**src/rtl/wb_queue_if.sv**
```systemverilog
// Write-back queue bus: ALU/slow-unit results in, regfile write port and
// scoreboard status out. master = pipeline side, slave = wb_queue.
interface wb_queue_if #(
    parameter int DEPTH  = 4,
    parameter int DATA_W = 32
);
    localparam int CNT_W = $clog2(DEPTH) + 1;

    logic              alu_we;
    logic [4:0]        alu_wn;
    logic [DATA_W-1:0] alu_d;
    logic              slow_valid;
    logic [4:0]        slow_wn;
    logic [DATA_W-1:0] slow_d;
    logic              slow_ready;
    logic              iss_valid;
    logic [4:0]        iss_wn;
    logic [4:0]        rna;
    logic [4:0]        rnb;
    logic              busy_a;
    logic              busy_b;
    logic              stall_req;
    logic              wb_we;
    logic [4:0]        wb_wn;
    logic [DATA_W-1:0] wb_d;
    logic [CNT_W-1:0]  fifo_cnt;

    modport master (
        output alu_we, alu_wn, alu_d, slow_valid, slow_wn, slow_d,
               iss_valid, iss_wn, rna, rnb,
        input  slow_ready, busy_a, busy_b, stall_req, wb_we, wb_wn, wb_d, fifo_cnt
    );

    modport slave (
        input  alu_we, alu_wn, alu_d, slow_valid, slow_wn, slow_d,
               iss_valid, iss_wn, rna, rnb,
        output slow_ready, busy_a, busy_b, stall_req, wb_we, wb_wn, wb_d, fifo_cnt
    );
endinterface

```
**src/rtl/wb_queue.sv**
```systemverilog
// Register-file write-back merger: ALU results win the port, slow results queue in
// an in-order FIFO, 32-bit pending scoreboard. Define WBQ_BYPASS_EN for empty-FIFO bypass.
module wb_queue #(
    parameter int DEPTH        = 4,
    parameter int STARVE_LIMIT = 4,
    parameter int DATA_W       = 32
) (
    input  logic      clk,
    input  logic      clrn,
    wb_queue_if.slave bus
);
    localparam int PTR_W = $clog2(DEPTH);
    localparam int CNT_W = PTR_W + 1;
    localparam int SC_W  = $clog2(STARVE_LIMIT + 1);

    function automatic logic [SC_W-1:0] sat_inc(input logic [SC_W-1:0] v);
        return (v == SC_W'(STARVE_LIMIT)) ? v : v + 1'b1;
    endfunction

    logic [4:0]        fifo_wn [DEPTH];
    logic [DATA_W-1:0] fifo_d  [DEPTH];
    logic [PTR_W-1:0]  rd_ptr, wr_ptr;
    logic [CNT_W-1:0]  cnt;
    logic [31:0]       pending, pending_nxt;
    logic [SC_W-1:0]   starve, starve_nxt;

    logic              vld_p1;
    logic [4:0]        wn_p1;
    logic [DATA_W-1:0] d_p1;
    logic              stall_p1;

    logic              alu_sel, empty, full, pop, push, byp, clr_en;
    logic [4:0]        clr_wn, head_wn;
    logic [DATA_W-1:0] head_d;

    assign head_wn = fifo_wn[rd_ptr];
    assign head_d  = fifo_d[rd_ptr];

    always_comb begin
        alu_sel = bus.alu_we && (bus.alu_wn != 5'd0);
        empty   = (cnt == '0);
        full    = (cnt == CNT_W'(DEPTH));
        pop     = !empty && !alu_sel;
`ifdef WBQ_BYPASS_EN
        byp     = bus.slow_valid && empty && !alu_sel;
`else
        byp     = 1'b0;
`endif
        push    = bus.slow_valid && !full && !byp;
        clr_en  = pop || byp;
        clr_wn  = pop ? head_wn : bus.slow_wn;

        // Clear first so a same-edge issue to the same register stays pending.
        pending_nxt = pending;
        if (clr_en)
            pending_nxt[clr_wn] = 1'b0;
        if (bus.iss_valid)
            pending_nxt[bus.iss_wn] = 1'b1;
        pending_nxt[0] = 1'b0;

        starve_nxt = (empty || pop) ? '0 : sat_inc(starve);
    end

    // Stage p1: write-port register, FIFO control, scoreboard, starvation
    always_ff @(posedge clk or negedge clrn) begin
        if (!clrn) begin
            vld_p1   <= 1'b0;
            wn_p1    <= '0;
            d_p1     <= '0;
            stall_p1 <= 1'b0;
            rd_ptr   <= '0;
            wr_ptr   <= '0;
            cnt      <= '0;
            pending  <= '0;
            starve   <= '0;
        end else begin
            if (alu_sel) begin
                vld_p1 <= 1'b1;
                wn_p1  <= bus.alu_wn;
                d_p1   <= bus.alu_d;
            end else if (pop) begin
                vld_p1 <= (head_wn != 5'd0);
                wn_p1  <= head_wn;
                d_p1   <= head_d;
            end else if (byp) begin
                vld_p1 <= (bus.slow_wn != 5'd0);
                wn_p1  <= bus.slow_wn;
                d_p1   <= bus.slow_d;
            end else begin
                vld_p1 <= 1'b0;
            end

            if (push)
                wr_ptr <= wr_ptr + 1'b1;
            if (pop)
                rd_ptr <= rd_ptr + 1'b1;
            cnt      <= cnt + CNT_W'(push) - CNT_W'(pop);
            pending  <= pending_nxt;
            starve   <= starve_nxt;
            stall_p1 <= (starve_nxt == SC_W'(STARVE_LIMIT));
        end
    end

    // FIFO payload storage carries no reset; occupancy is tracked by cnt.
    always_ff @(posedge clk) begin
        if (push) begin
            fifo_wn[wr_ptr] <= bus.slow_wn;
            fifo_d[wr_ptr]  <= bus.slow_d;
        end
    end

    assign bus.slow_ready = !full;
    assign bus.busy_a     = (bus.rna != 5'd0) && pending[bus.rna];
    assign bus.busy_b     = (bus.rnb != 5'd0) && pending[bus.rnb];
    assign bus.stall_req  = stall_p1;
    assign bus.wb_we      = vld_p1;
    assign bus.wb_wn      = wn_p1;
    assign bus.wb_d       = d_p1;
    assign bus.fifo_cnt   = cnt;
endmodule
```
**src/flat_wrapper.sv**
```systemverilog
// flat-port wrapper written by rule: the top's interface ports become plain ports
module wb_queue_flat 
#(
    parameter int DEPTH        = 4,
    parameter int STARVE_LIMIT = 4,
    parameter int DATA_W       = 32
)
  (clk, clrn, bus_alu_we, bus_alu_wn, bus_alu_d, bus_slow_valid, bus_slow_wn, bus_slow_d, bus_iss_valid, bus_iss_wn, bus_rna, bus_rnb, bus_slow_ready, bus_busy_a, bus_busy_b, bus_stall_req, bus_wb_we, bus_wb_wn, bus_wb_d, bus_fifo_cnt);
  wb_queue_if #(.DEPTH(DEPTH), .DATA_W(DATA_W)) bus_i ();
  input  logic clk;
  input  logic clrn;
  input wire logic [$bits(bus_i.alu_we)-1:0] bus_alu_we;
  input wire logic [$bits(bus_i.alu_wn)-1:0] bus_alu_wn;
  input wire logic [$bits(bus_i.alu_d)-1:0] bus_alu_d;
  input wire logic [$bits(bus_i.slow_valid)-1:0] bus_slow_valid;
  input wire logic [$bits(bus_i.slow_wn)-1:0] bus_slow_wn;
  input wire logic [$bits(bus_i.slow_d)-1:0] bus_slow_d;
  input wire logic [$bits(bus_i.iss_valid)-1:0] bus_iss_valid;
  input wire logic [$bits(bus_i.iss_wn)-1:0] bus_iss_wn;
  input wire logic [$bits(bus_i.rna)-1:0] bus_rna;
  input wire logic [$bits(bus_i.rnb)-1:0] bus_rnb;
  output wire logic [$bits(bus_i.slow_ready)-1:0] bus_slow_ready;
  output wire logic [$bits(bus_i.busy_a)-1:0] bus_busy_a;
  output wire logic [$bits(bus_i.busy_b)-1:0] bus_busy_b;
  output wire logic [$bits(bus_i.stall_req)-1:0] bus_stall_req;
  output wire logic [$bits(bus_i.wb_we)-1:0] bus_wb_we;
  output wire logic [$bits(bus_i.wb_wn)-1:0] bus_wb_wn;
  output wire logic [$bits(bus_i.wb_d)-1:0] bus_wb_d;
  output wire logic [$bits(bus_i.fifo_cnt)-1:0] bus_fifo_cnt;
  assign bus_i.alu_we = bus_alu_we;
  assign bus_i.alu_wn = bus_alu_wn;
  assign bus_i.alu_d = bus_alu_d;
  assign bus_i.slow_valid = bus_slow_valid;
  assign bus_i.slow_wn = bus_slow_wn;
  assign bus_i.slow_d = bus_slow_d;
  assign bus_i.iss_valid = bus_iss_valid;
  assign bus_i.iss_wn = bus_iss_wn;
  assign bus_i.rna = bus_rna;
  assign bus_i.rnb = bus_rnb;
  assign bus_slow_ready = bus_i.slow_ready;
  assign bus_busy_a = bus_i.busy_a;
  assign bus_busy_b = bus_i.busy_b;
  assign bus_stall_req = bus_i.stall_req;
  assign bus_wb_we = bus_i.wb_we;
  assign bus_wb_wn = bus_i.wb_wn;
  assign bus_wb_d = bus_i.wb_d;
  assign bus_fifo_cnt = bus_i.fifo_cnt;
  wb_queue #(.DEPTH(DEPTH), .STARVE_LIMIT(STARVE_LIMIT), .DATA_W(DATA_W)) u_core (.clk(clk), .clrn(clrn), .bus(bus_i));
endmodule
```
**config.mk**
```make
export PLATFORM = sky130hd
export DESIGN_NAME = wb_queue_flat
export DESIGN_NICKNAME = d
export VERILOG_FILES = /design/src/rtl/wb_queue_if.sv /design/src/rtl/wb_queue.sv /design/src/flat_wrapper.sv
export SDC_FILE = /design/constraint.sdc
export NUM_CORES = 1
export LEC_CHECK = 0
export BUFFER_PORTS_ARGS = -buffer_cell sky130_fd_sc_hd__clkbuf_2
export CAP_MARGIN = 20
export CORE_UTILIZATION = 42
export DETAILED_ROUTE_END_ITERATION = 7
export HOLD_SLACK_MARGIN = 0.08
export SETUP_SLACK_MARGIN = 0.4
export SLEW_MARGIN = 0
export SYNTH_ARGS = -nofsm -noshare
export SYNTH_HDL_FRONTEND = slang
export SYNTH_SLANG_ARGS = --single-unit
```
**constraint.sdc**
```tcl
create_clock -name clk -period 2.9 [get_ports clk]
set_input_delay 0.29 -clock clk [delete_from_list [all_inputs] [get_ports clk]]
set_output_delay 0.29 -clock clk [all_outputs]
set_load 0.01 [all_outputs]
```
==> key figures <==
Run status
  – Status: complete, no violations

Global routing
  – Congestion Overflow GR: 0
  – Initial antenna violation count: 0
  – Total track usage: 0.212
  – Vias in the first global route: 6994
  – Pin count of the biggest net entering global routing: 78
  – Global-route wire length before repair: 39.3 mm

Synth
  – Synth cell types: between 40 and 50
  – Largest family of logic cells by synthesized area: multiplexers
  – Xor/xnor share of the synthesized area: 0.00532
  – Syn_area_per_cell: 14.4 um^2
  – Main flop type after synthesis: edfxtp_1
  – Mux cell area share after synthesis: 0.131
  – Post-synthesis register bit count: 228
  – Seq/Total Area, Yosys: 0.652
  – Post-synth EDFFs: 148
  – Synth Area in Compound Gates: 0.0730
  – Post-synth top area share: 0.450
  – Synthesized Nets: between 700 and 800
  – Mapped Area: 0.00989 mm^2
  – Synth top area cells: edfxtp_1 45%, dfrtp_1 20%, mux4_2 13%
  – Synth warn: 0
  – Post-Synthesis Cells: 687
  – Post-Synth Simple-Gate Area: 0.102
  – Synth Area in Adders: 0.0122
  – Async SR Flop Fraction: 0.351
  – Post-synth top area cell: edfxtp_1

Die
  – Die span in y: 155 um
  – FP Rows: 55
  – Initial Utilization: 0.433
  – Core Area: 0.0228 mm^2
  – IO Pins: 139
  – Die W: approximately 160 um
  – Full die area: 0.0242 mm^2

CTS
  – CTS tree: yes
  – CTS buffer count: 25
  – Clock Root Buffer: clkbuf_16
  – H-tree Lvls: 1
  – Reg clk slew, reported paths: 60 ps
  – Clk Latency, worst-skew pair: about 510 ps
  – Worst-case clock buffer depth: 3
  – Sink Count: 228

Final layout
  – Multi-input logic area: approximately 0.0032 mm^2
  – Register area: 0.00645 mm^2
  – Post-layout nets: 1004
  – Layout Cells excl Fill: 1232
  – Layout cells sized above 1: 0.284
  – Most common cell after layout, fill and taps aside: edfxtp_1
  – Most frequent cells in the layout: 148 x edfxtp_1, 137 x clkbuf_2, 89 x nand2_1
  – # fillers: 1928
  – Design Area, Final: 0.0125 mm^2
  – Diode count: 0
  – Syn-to-layout area delta: 26.0%

Power
  – Overall power: 11.8 mW
  – Power per standard cell area: about 950 mW/mm^2
  – Reg power frac: 0.417
  – Worst IR Drop VDD: 0.540 mV
  – Int Pwr: 7.93 mW
  – Sw frac: 0.327
  – Comb pwr share: 0.327
  – Psw: 3.85 mW
  – P_leak: 4.80 nW
  – Clock network fraction of total power: 0.257

Route
  – TritonRoute pass-1 iters: 7
  – DRC violations left: 0
  – Drt via density: about 5.4
  – Final ANT Viol Nets: 0
  – Wire per inst: 20.0 um
  – Initial DRC count: 554
  – WL final: 24.7 mm
  – Via Count: 6703

Placement
  – Hpwl dp: 16.0 mm
  – Placer Congestion: between 0.8 and 0.9
  – Port Buffers: 138
  – Placed insts: 1116
  – Dpl cell area: 0.0110 mm^2

STA
  – Setup skew after layout: 17.5 ps
  – WHS: 101 ps
  – Worst Max-Slew Pin Slew: 652 ps
  – Final Cycle Share: 0.793
  – Pins Over Slew Limit: 0
  – Maximum clock rate: between 0.4 and 0.5 GHz
  – RSZ-0062 raised after global routing: no
  – Slew HR: 0.563
  – Fin. Hold Viols: 0
  – Setup TNS: 0 ps
  – Final min period: 2300 ps
  – Final setup fails: 0

Critical path
  – Type of the worst setup path: register to output port
  – Crit path buf inv count: 1
  – WP data arrival: 2010 ps
  – CP Launch Type: register
  – Critical path's slowest cell: mux4_2
  – CP Cell Sequence: mux4_2 > nor3_1 > o31ai_1 > and3_1 > clkbuf_2
  – Endpoint class of the critical path: output port
  – Crit path from: u_core.pending[13]
  – Worst reg2reg setup slack: 630 ps
  – CP peak stage delay: 500 ps
  – CP Max Fanout: 4
  – FF-to-FF path depth: 8
  – Largest delay share family, worst path: multiplexers
  – Worst R2R Start: u_core.bus.fifo_cnt[1]
  – Critical path endpoint: bus_busy_b
  – CP Depth: 5
  – Worst path required time: approximately 2600 ps
  – Worst R2R End: u_core.bus.fifo_cnt[2]

Worst hold path
  – Hold Path Class: primary input to register

Flow run
  – Max_cap viols: 0
==> power by group through the flow <==
stage / Clock [mW] / Sequential (mW) / Combinational (mW)
after floorplan: 0 / 4.89 / 2.53
after global placement: 0 / 4.91 / 3.75
after detailed placement: 0 / 4.96 / 3.82
after CTS: 3.09 / 4.91 / 3.90
after global routing: 3.23 / 5.01 / 4.23
final: 3.03 / 4.91 / 3.85
==> worst min-delay path by stage <==
stage / start / to / slack [ps] / cells after the start
after global routing: bus_alu_wn[4] / u_core.bus.wb_wn[4] / 90 / 2
after detailed placement: clrn / u_core.pending[8] / 330 / 1
after global placement: clrn / u_core.pending[8] / 320 / 1
after floorplan: clrn / u_core.bus.fifo_cnt[0] / -6 / 0
final: bus_alu_wn[4] / u_core.bus.wb_wn[4] / 100 / 2
after CTS: bus_alu_d[23] / u_core.bus.wb_d[23] / 80 / 3
==> area by class of cell <==
| type | count | share of cell area |
|---|---|---|
| clock inverters | 9 | 0.00733 |
| multi-input cells | 404 | 0.259 |
| clock buffers | 36 | 0.0551 |
| repair buffers | 226 | 0.125 |
| inverters | 16 | 0.00482 |
| well taps | 313 | 0.0314 |
| flip-flops and latches | 228 | 0.518 |
==> synthesized netlist by cell type, drive strengths merged (3+ instances only) <==
cell      n
edfxtp  148
nand2    89
dfrtp    80
nor2     63
mux4     55
a31oi    45
clkbuf   20
o21ai    20
buf      19
a21oi    17
inv      16
nand2b   11
o41ai    11
ha        8
and3      7
nand3b    7
nor3      7
nor3b     6
and2      5
xnor2     5
nand3     4
o221ai    4
and3b     3
mux2      3
nand4     3
nor2b     3
o31ai     3
or3       3
==> sequential cells by signal, summed over array words and instances (netlist names), 2 cells and up <==
signal / count
u_core.pending: 31
u_core.bus.wb_wn: 5
u_core.fifo_d: 128
u_core.starve: 3
u_core.bus.fifo_cnt: 3
u_core.fifo_wn: 20
u_core.rd_ptr: 2
u_core.bus.wb_d: 32
u_core.wr_ptr: 2
==> metrics by stage <==
step | util | setup WS [ps]
final | 0.545 | 600
after global routing | 0.545 | 465
after CTS | 0.545 | 591
after detailed placement | 0.480 | 616
after global placement | 0.480 | 642
after floorplan | - | 659
==> repair_timing <==
action | 4_1_cts | 5_1_grt
setup endpoints to repair | 0 | 0
resized for setup | 0 | 0
hold buffers | 70 | 1
buffers inserted | 0 | 0
hold endpoints to repair | 218 | 1
==> worst register-to-register path, cell delays in order, from the launching register on <==
cell and delay (ps):
dfrtp_1 430, or3_2 530, nand3_1 110, inv_1 80, ha_1 270, inv_1 40
ha_1 180, fa_1 380, xnor2_1 140
==> layer usage <==
| metal | GRT usage | up-vias | wire [um] |
|---|---|---|---|
| li1 | - | 3038 | - |
| met1 | 0.287 | 3393 | 10400 |
| met2 | 0.358 | 249 | 12300 |
| met3 | 0.0351 | 23 | 1560 |
| met4 | 0.0509 | 0 | 329 |
| met5 | 0 | - | 0 |
==> logic make-up (layout without fill, tap and decap cells) <==
kind of cell / count (synthesis) / count (layout)
compound gates: 111 / 111
xor+xnor: 6 / 6
fa+ha+maj: 9 / 9
buf+inv: 55 / 287
flops: 228 / 228
mux: 60 / 60
simple gates: 218 / 218
(Power assumes the default switching activity.)
